$ cat src/rtl/enemy_pkg.sv
// Shared types and constants for the enemy hit tracker and its box-compare helper.
package enemy_pkg;

  // Enemy life cycle: waiting for spawn, vulnerable, blinking after a hit, death animation
  typedef enum logic [1:0] {
    IDLE  = 2'd0,
    ALIVE = 2'd1,
    FLASH = 2'd2,
    DYING = 2'd3
  } enemy_state_t;

  // Visible screen extent; bullets may sit partly outside it
  localparam int SCREEN_X_MAX = 639;
  localparam int SCREEN_Y_MAX = 479;

  // One extra bit over screen coordinates so box expansion never wraps
  typedef logic [10:0] coord_ext_t;

  // Zero-extends a 10-bit screen coordinate into the compare width
  function automatic coord_ext_t extendCoord(input logic [9:0] coord);
    return {1'b0, coord};
  endfunction

endpackage

$ cat src/rtl/enemy_hit_tracker_if.sv
// Frame-rate signal bundle between the game logic and one enemy hit tracker.
interface enemy_hit_tracker_if;

  logic       frame_tick;
  logic       enemy_spawn;
  logic       bullet_active;
  logic [9:0] BulletX;
  logic [9:0] BulletY;
  logic [9:0] EnemyX;
  logic [9:0] EnemyY;
  logic [9:0] EnemyWidth;
  logic [9:0] EnemyHeight;
  logic       collision;
  logic       enemy_alive;
  logic       enemy_flash;
  logic       enemy_dying;
  logic [3:0] health;
  logic [15:0] score;

  // Game logic side: supplies positions and frame timing, reads enemy status
  modport master (
    output frame_tick, enemy_spawn, bullet_active,
    output BulletX, BulletY, EnemyX, EnemyY, EnemyWidth, EnemyHeight,
    input  collision, enemy_alive, enemy_flash, enemy_dying, health, score
  );

  // Tracker side
  modport slave (
    input  frame_tick, enemy_spawn, bullet_active,
    input  BulletX, BulletY, EnemyX, EnemyY, EnemyWidth, EnemyHeight,
    output collision, enemy_alive, enemy_flash, enemy_dying, health, score
  );

endinterface

$ cat src/rtl/enemy_hit_tracker_hit_box_compare.sv
// Combinational point-vs-box overlap test with the box grown by a radius on every
// side, so a round projectile of that radius touching the box counts as a hit.
// Written generically so a player-vs-enemy-bullet check can reuse it.
module hit_box_compare
  import enemy_pkg::*;
#(
  parameter int BULLET_R = 3
) (
  input  coord_ext_t bulletX,
  input  coord_ext_t bulletY,
  input  coord_ext_t boxX,
  input  coord_ext_t boxY,
  input  coord_ext_t boxWidth,
  input  coord_ext_t boxHeight,
  output logic       inBox
);

  localparam coord_ext_t RADIUS = coord_ext_t'(BULLET_R);

  coord_ext_t xHigh;
  coord_ext_t yHigh;
  logic       xOk;
  logic       yOk;

  // Low edges are tested by adding the radius to the bullet side instead of
  // subtracting from the box, which keeps everything unsigned near coordinate 0
  always_comb begin
    xHigh = boxX + boxWidth - 11'd1 + RADIUS;
    yHigh = boxY + boxHeight - 11'd1 + RADIUS;
    xOk   = (bulletX + RADIUS >= boxX) && (bulletX <= xHigh);
    yOk   = (bulletY + RADIUS >= boxY) && (bulletY <= yHigh);
    inBox = xOk && yOk;
  end

endmodule

$ cat src/rtl/enemy_hit_tracker.sv
// Per-enemy bullet collision, health, hit-flash, death animation and kill score.
// Everything advances only on the single-cycle frame tick, so the bullet stage
// sees a collision level that is stable for a whole frame.
module enemy_hit_tracker
  import enemy_pkg::*;
#(
  parameter int HP_INIT      = 3,
  parameter int FLASH_FRAMES = 8,
  parameter int DEATH_FRAMES = 30,
  parameter int BULLET_R     = 3,
  parameter int KILL_POINTS  = 100
) (
  input logic Clk,
  input logic Reset,
  enemy_hit_tracker_if.slave bus
);

  localparam logic [3:0]  HP_LOAD     = 4'(HP_INIT);
  localparam logic [5:0]  FLASH_LOAD  = 6'(FLASH_FRAMES);
  localparam logic [5:0]  DEATH_LOAD  = 6'(DEATH_FRAMES);
  localparam logic [16:0] KILL_ADD    = 17'(KILL_POINTS);

  enemy_state_t state;
  enemy_state_t stateNext;
  logic [5:0]   frameCount;
  logic [5:0]   frameCountNext;
  logic [3:0]   healthReg;
  logic [3:0]   healthNext;
  logic [15:0]  scoreReg;
  logic [15:0]  scoreNext;
  logic         collisionReg;
  logic         collisionNext;

  logic         inBox;
  logic         rawHit;
  logic [16:0]  scoreSum;
  logic [15:0]  scoreSat;

  hit_box_compare #(
    .BULLET_R (BULLET_R)
  ) boxCompare (
    .bulletX   (extendCoord(bus.BulletX)),
    .bulletY   (extendCoord(bus.BulletY)),
    .boxX      (extendCoord(bus.EnemyX)),
    .boxY      (extendCoord(bus.EnemyY)),
    .boxWidth  (extendCoord(bus.EnemyWidth)),
    .boxHeight (extendCoord(bus.EnemyHeight)),
    .inBox     (inBox)
  );

  // Overlap only matters while the bullet is actually in flight; the kill score
  // is precomputed with a carry bit so it can clamp at the 16-bit ceiling
  always_comb begin
    rawHit   = inBox && bus.bullet_active;
    scoreSum = {1'b0, scoreReg} + KILL_ADD;
    scoreSat = scoreSum[16] ? 16'hFFFF : scoreSum[15:0];
  end

  // Frame-tick next-state logic; between ticks every register simply holds
  always_comb begin
    stateNext      = state;
    frameCountNext = frameCount;
    healthNext     = healthReg;
    scoreNext      = scoreReg;
    collisionNext  = collisionReg;

    if (bus.frame_tick) begin
      collisionNext = rawHit && ((state == ALIVE) || (state == FLASH));

      unique case (state)
        IDLE: begin
          if (bus.enemy_spawn) begin
            stateNext  = ALIVE;
            healthNext = HP_LOAD;
          end
        end

        ALIVE: begin
          if (rawHit) begin
            if (healthReg <= 4'd1) begin
              stateNext      = DYING;
              healthNext     = 4'd0;
              frameCountNext = DEATH_LOAD;
              scoreNext      = scoreSat;
            end else begin
              stateNext      = FLASH;
              healthNext     = healthReg - 4'd1;
              frameCountNext = FLASH_LOAD;
            end
          end
        end

        FLASH: begin
          frameCountNext = frameCount - 6'd1;
          if (frameCount == 6'd1) begin
            stateNext = ALIVE;
          end
        end

        DYING: begin
          frameCountNext = frameCount - 6'd1;
          if (frameCount == 6'd1) begin
            stateNext  = IDLE;
            healthNext = 4'd0;
          end
        end

        default: begin
          stateNext = IDLE;
        end
      endcase
    end
  end

  // State, counters, score and the collision level; reset abandons any flash or death
  always_ff @(posedge Clk or posedge Reset) begin
    if (Reset) begin
      state        <= IDLE;
      frameCount   <= 6'd0;
      healthReg    <= 4'd0;
      scoreReg     <= 16'd0;
      collisionReg <= 1'b0;
    end else begin
      state        <= stateNext;
      frameCount   <= frameCountNext;
      healthReg    <= healthNext;
      scoreReg     <= scoreNext;
      collisionReg <= collisionNext;
    end
  end

  // Status flags decode straight from the registered state
  always_comb begin
    bus.collision   = collisionReg;
    bus.enemy_alive = (state == ALIVE) || (state == FLASH);
    bus.enemy_flash = (state == FLASH);
    bus.enemy_dying = (state == DYING);
    bus.health      = healthReg;
    bus.score       = scoreReg;
  end

endmodule
$ cat src/flat_wrapper.sv
// flat-port wrapper written by rule: the top's interface ports become plain ports
module enemy_hit_tracker_flat import enemy_pkg::*;
#(
  parameter int HP_INIT      = 3,
  parameter int FLASH_FRAMES = 8,
  parameter int DEATH_FRAMES = 30,
  parameter int BULLET_R     = 3,
  parameter int KILL_POINTS  = 100
)
  (Clk, Reset, bus_frame_tick, bus_enemy_spawn, bus_bullet_active, bus_BulletX, bus_BulletY, bus_EnemyX, bus_EnemyY, bus_EnemyWidth, bus_EnemyHeight, bus_collision, bus_enemy_alive, bus_enemy_flash, bus_enemy_dying, bus_health, bus_score);
  enemy_hit_tracker_if bus_i ();
  input logic Clk;
  input logic Reset;
  input wire logic [$bits(bus_i.frame_tick)-1:0] bus_frame_tick;
  input wire logic [$bits(bus_i.enemy_spawn)-1:0] bus_enemy_spawn;
  input wire logic [$bits(bus_i.bullet_active)-1:0] bus_bullet_active;
  input wire logic [$bits(bus_i.BulletX)-1:0] bus_BulletX;
  input wire logic [$bits(bus_i.BulletY)-1:0] bus_BulletY;
  input wire logic [$bits(bus_i.EnemyX)-1:0] bus_EnemyX;
  input wire logic [$bits(bus_i.EnemyY)-1:0] bus_EnemyY;
  input wire logic [$bits(bus_i.EnemyWidth)-1:0] bus_EnemyWidth;
  input wire logic [$bits(bus_i.EnemyHeight)-1:0] bus_EnemyHeight;
  output wire logic [$bits(bus_i.collision)-1:0] bus_collision;
  output wire logic [$bits(bus_i.enemy_alive)-1:0] bus_enemy_alive;
  output wire logic [$bits(bus_i.enemy_flash)-1:0] bus_enemy_flash;
  output wire logic [$bits(bus_i.enemy_dying)-1:0] bus_enemy_dying;
  output wire logic [$bits(bus_i.health)-1:0] bus_health;
  output wire logic [$bits(bus_i.score)-1:0] bus_score;
  assign bus_i.frame_tick = bus_frame_tick;
  assign bus_i.enemy_spawn = bus_enemy_spawn;
  assign bus_i.bullet_active = bus_bullet_active;
  assign bus_i.BulletX = bus_BulletX;
  assign bus_i.BulletY = bus_BulletY;
  assign bus_i.EnemyX = bus_EnemyX;
  assign bus_i.EnemyY = bus_EnemyY;
  assign bus_i.EnemyWidth = bus_EnemyWidth;
  assign bus_i.EnemyHeight = bus_EnemyHeight;
  assign bus_collision = bus_i.collision;
  assign bus_enemy_alive = bus_i.enemy_alive;
  assign bus_enemy_flash = bus_i.enemy_flash;
  assign bus_enemy_dying = bus_i.enemy_dying;
  assign bus_health = bus_i.health;
  assign bus_score = bus_i.score;
  enemy_hit_tracker #(.HP_INIT(HP_INIT), .FLASH_FRAMES(FLASH_FRAMES), .DEATH_FRAMES(DEATH_FRAMES), .BULLET_R(BULLET_R), .KILL_POINTS(KILL_POINTS)) u_core (.Clk(Clk), .Reset(Reset), .bus(bus_i));
endmodule
$ cat config.mk
export PLATFORM = sky130hd
export DESIGN_NAME = enemy_hit_tracker_flat
export DESIGN_NICKNAME = d
export VERILOG_FILES = /design/src/rtl/enemy_pkg.sv /design/src/rtl/enemy_hit_tracker_if.sv /design/src/rtl/enemy_hit_tracker_hit_box_compare.sv /design/src/rtl/enemy_hit_tracker.sv /design/src/flat_wrapper.sv
export SDC_FILE = /design/constraint.sdc
export NUM_CORES = 1
export LEC_CHECK = 0
export BUFFER_PORTS_ARGS = -buffer_cell sky130_fd_sc_hd__buf_2
export CAP_MARGIN = 20
export CORE_ASPECT_RATIO = 0.75
export CORE_MARGIN = 10
export CORE_UTILIZATION = 50
export DETAILED_ROUTE_END_ITERATION = 8
export PLACE_DENSITY = 0.81
export RECOVER_POWER = 25
export REMOVE_ABC_BUFFERS = 1
export SLEW_MARGIN = 20
export SYNTH_ARGS = -nofsm -noshare
export SYNTH_HDL_FRONTEND = slang
export SYNTH_HIERARCHICAL = 1
export SYNTH_SLANG_ARGS = --single-unit
$ cat constraint.sdc
create_clock -name Clk -period 2.6 [get_ports Clk]
set_clock_uncertainty 0.05 [all_clocks]
set_input_delay 0.13 -clock Clk [delete_from_list [all_inputs] [get_ports Clk]]
set_output_delay 0.13 -clock Clk [all_outputs]
set_load 0.005 [all_outputs]
==> results.cfg <==
[status]
status = finished, violations left
violations = negative setup slack

[global_routing]
grtUsageTotal_pct = 21.0
grt_max_degree = 24
grt_pass1_wl_um = 21500
grt_pass1_vias = 4605
overflow = 0
antenna_found_initial = 0

[synth]
synth_area_per_cell_um2 = 8.54
syn_inst = 474
yosysSeqAreaShare_pct = 17.3
synth.distinct_cells = 57
netlist_area_um2 = 4050
synthArstFlopShare_pct = 100
ys.flop_type = dfrtp_1
ys_ff_latch = 28
synth-warning-count = 6
synth-edff-count = 0

[placed_design]
routabilityCongestion = 0.926
post-dp-hpwl_um = 10300
portBuffers = 88
detailed_place.area_um2 = 5250

[sta]
period_needed_ns = 4.21
slew_headroom_pct = 17.4
setup_slack_ns = -1.61
slew_violations = 0
fmax_mhz = 238
fin_crit_sh_pct = 162
hold_viol_final = 0
setup_violations = 28
grt_setup_unrepaired = yes
worstMarginPinSlew_ns = 1.24

[floorplanning]
core_area_um2 = 7880
die_width_um = 124
die_h_um = 97.9
initial_core_util_pct = 51.3
die_area_um2 = 12100
rows = 28
pin_count = 89

[layout]
mostFrequentLayoutCells = buf_4 (96), ha_1 (82), buf_2 (81)
syn2layout_area_growth_pct = 45.3
nNetsFinal = 831
drive_above_1_share_pct = 40.1
layout_commonest_cell = buf_4
antenna_cells = 0
postLayoutCellArea_um2 = 5880

[worst_setup_path]
reg2reg_to = u_core/bus.score[13]
critical_path_arrival_ns = 4.38
rr_worst_depth = 7
crit_slowest_cell = or4_1
required_ns = 2.77
r2r_setup_slack_ns = 0.35
cp-endpoint = u_core/bus.score[13]
startpoint = bus_EnemyX[1]
crit_path_start_kind = input port
end_kind = register
critical_path.max_stage_delay_ns = 0.52
critPathBufInv = 7
cp_top_family = simple AND/OR/NAND/NOR gates
timing_worst_setup_path_type = in -> reg
crit_fanout = 5
crit_chain = buf_6 > inv_4 > ha_4 > inv_2 > ha_4 > inv_4 > fa_2 > nor2b_1 > o21ai_1 > nand2b_1 > buf_4 > xnor2_2 > ha_1 > nand4_1 > or3_1 > a211o_1 > a221oi_2 > buf_4 > nand3_2 > or3_4 > buf_6 > or4_1 > nand3_1
crit_cells = 23
r2r_start = u_core/state[1]

[cts]
clock_path_buffers = 2
cts_root_buffer = clkbuf_8
clk_pin_slew_ns = 0.10
htree_levels = 1
clock_latency_ns = 0.28
cts_buffers = 3
cts_tree = built
cts.sinks = 28

[power]
finalPower_mw = 3.02
p_leak_nw = 3.05
power-per-cell-area_nw_per_um2 = 514
peakVddDrop_mv = 0.725

[detailed_routing]
drc = 0
routed-via-count = 4411
routed_wl_um = 13500
drt_pass1_iterations = 5
drt_iter0_markers = 303
vias_per_cell = 5.70
wl_per_cell_um = 17.5
ant_nets = 0

[run]
drv_cap = 0

[worst_hold_path]
hold_class = in -> reg
[worst min-delay path: cells and delay by family]
kind                   cells  cell delay [ns]
AO/OA/AOI/OAI              2             0.15
buffers and inverters      1             0.14
AND/OR/NAND/NOR            1             0.09
[cells by family (layout without fill, tap and decap cells)]
logic type / after synthesis / after routing / share of synthesized area, %
other: 1 / 8 / 0.0926
buffers and inverters: 60 / 247 / 5.97
AOI/OAI and AO/OA: 97 / 97 / 15.9
and+or+nand+nor: 141 / 142 / 19.2
DFF: 28 / 28 / 17.3
muxes: 9 / 9 / 2.44
xor gates and xnor gates: 42 / 42 / 9.09
adders and majority gates: 96 / 96 / 30.0
[final cells by class]
cell class | count | area (um^2)
fillers | 550 | 2000
flip-flops and latches | 28 | 701
multi-input cells | 394 | 3530
well taps | 105 | 131
repair buffers | 189 | 1250
clock buffers | 4 | 55.1
inverters | 54 | 210
[stage by stage]
step | TNS, ns | hold WS, ns | setup slack, ns | util (%) | instances
floorplan | -44.82 | 0.145 | -1.97 | - | 475
global placement | -48.85 | -0.00880 | -1.96 | 66.5 | 753
detailed placement | -52.70 | 0.00337 | -2.13 | 66.5 | 753
CTS | -36.98 | 0.184 | -1.49 | 72.0 | 772
global route | -44.73 | 0.255 | -1.75 | 74.6 | 774
finish | -40.02 | 0.207 | -1.61 | 74.6 | 774
[synthesized netlist by cell type (all sizes together), types with 5 or more instances]
library cell   n  area (um^2)
or3            6         42.5
a21o           8         60.1
dfrtp         28          701
or4            6         45.0
nor2          19         71.3
nand2b        13         81.3
nand2         23         86.3
xnor2         28          245
xor2          14          123
a211oi         7         57.6
inv           54          203
and3           5         31.3
nand3         16         85.1
a21oi         27          135
nor2b          5         31.3
ha            94         1180
o21ai         20          100
nand4         16          100
nor4           7         43.8
mux2           7         78.8
nor3          12         65.1
[sequential cells by signal (all words and copies together) (netlist names)]
register / cells
u_core/bus.health: 4
u_core/bus.collision: 1
u_core/state: 2
u_core/bus.score: 15
u_core/frameCount: 6
[power breakdown]
group / total, mW / internal [mW] / switching [mW]
sequential: 0.704 / 0.551 / 0.153
clock: 0.277 / 0.136 / 0.141
combinational: 2.04 / 1.02 / 1.03
[metal layers]
layer  track usage, %  share of wire [%]  vias to the layer above
li1                 -                  -                     2104
met3             2.82                6.0                       40
met2             38.1                 51                      165
met1             25.2                 41                     2102
met5                0                  0                        -
met4             5.04                2.3                        0
[worst min path at each step]
| stage | start | to | slack (ns) | depth (start not counted) |
|---|---|---|---|---|
| floorplan | Reset | u_core/bus.collision | 0.15 | 1 |
| global placement | Reset | u_core/bus.score[0] | -0.009 | 2 |
| detailed placement | Reset | u_core/bus.score[0] | 0.003 | 2 |
| CTS | bus_frame_tick | u_core/frameCount[3] | 0.18 | 4 |
| global route | bus_frame_tick | u_core/frameCount[3] | 0.25 | 4 |
| finish | bus_frame_tick | u_core/frameCount[3] | 0.21 | 4 |
[what timing repair did]
item                                    in CTS  in global routing
pin swaps                                   54                 35
gates cloned                                 2                  0
setup buffers                               12                  2
hold buffers                                 1                  0
resized for setup                           51                 43
hold endpoints to repair                     5                  0
endpoints found under the setup margin      28                 28
Power figures use the tool's default switching activity.
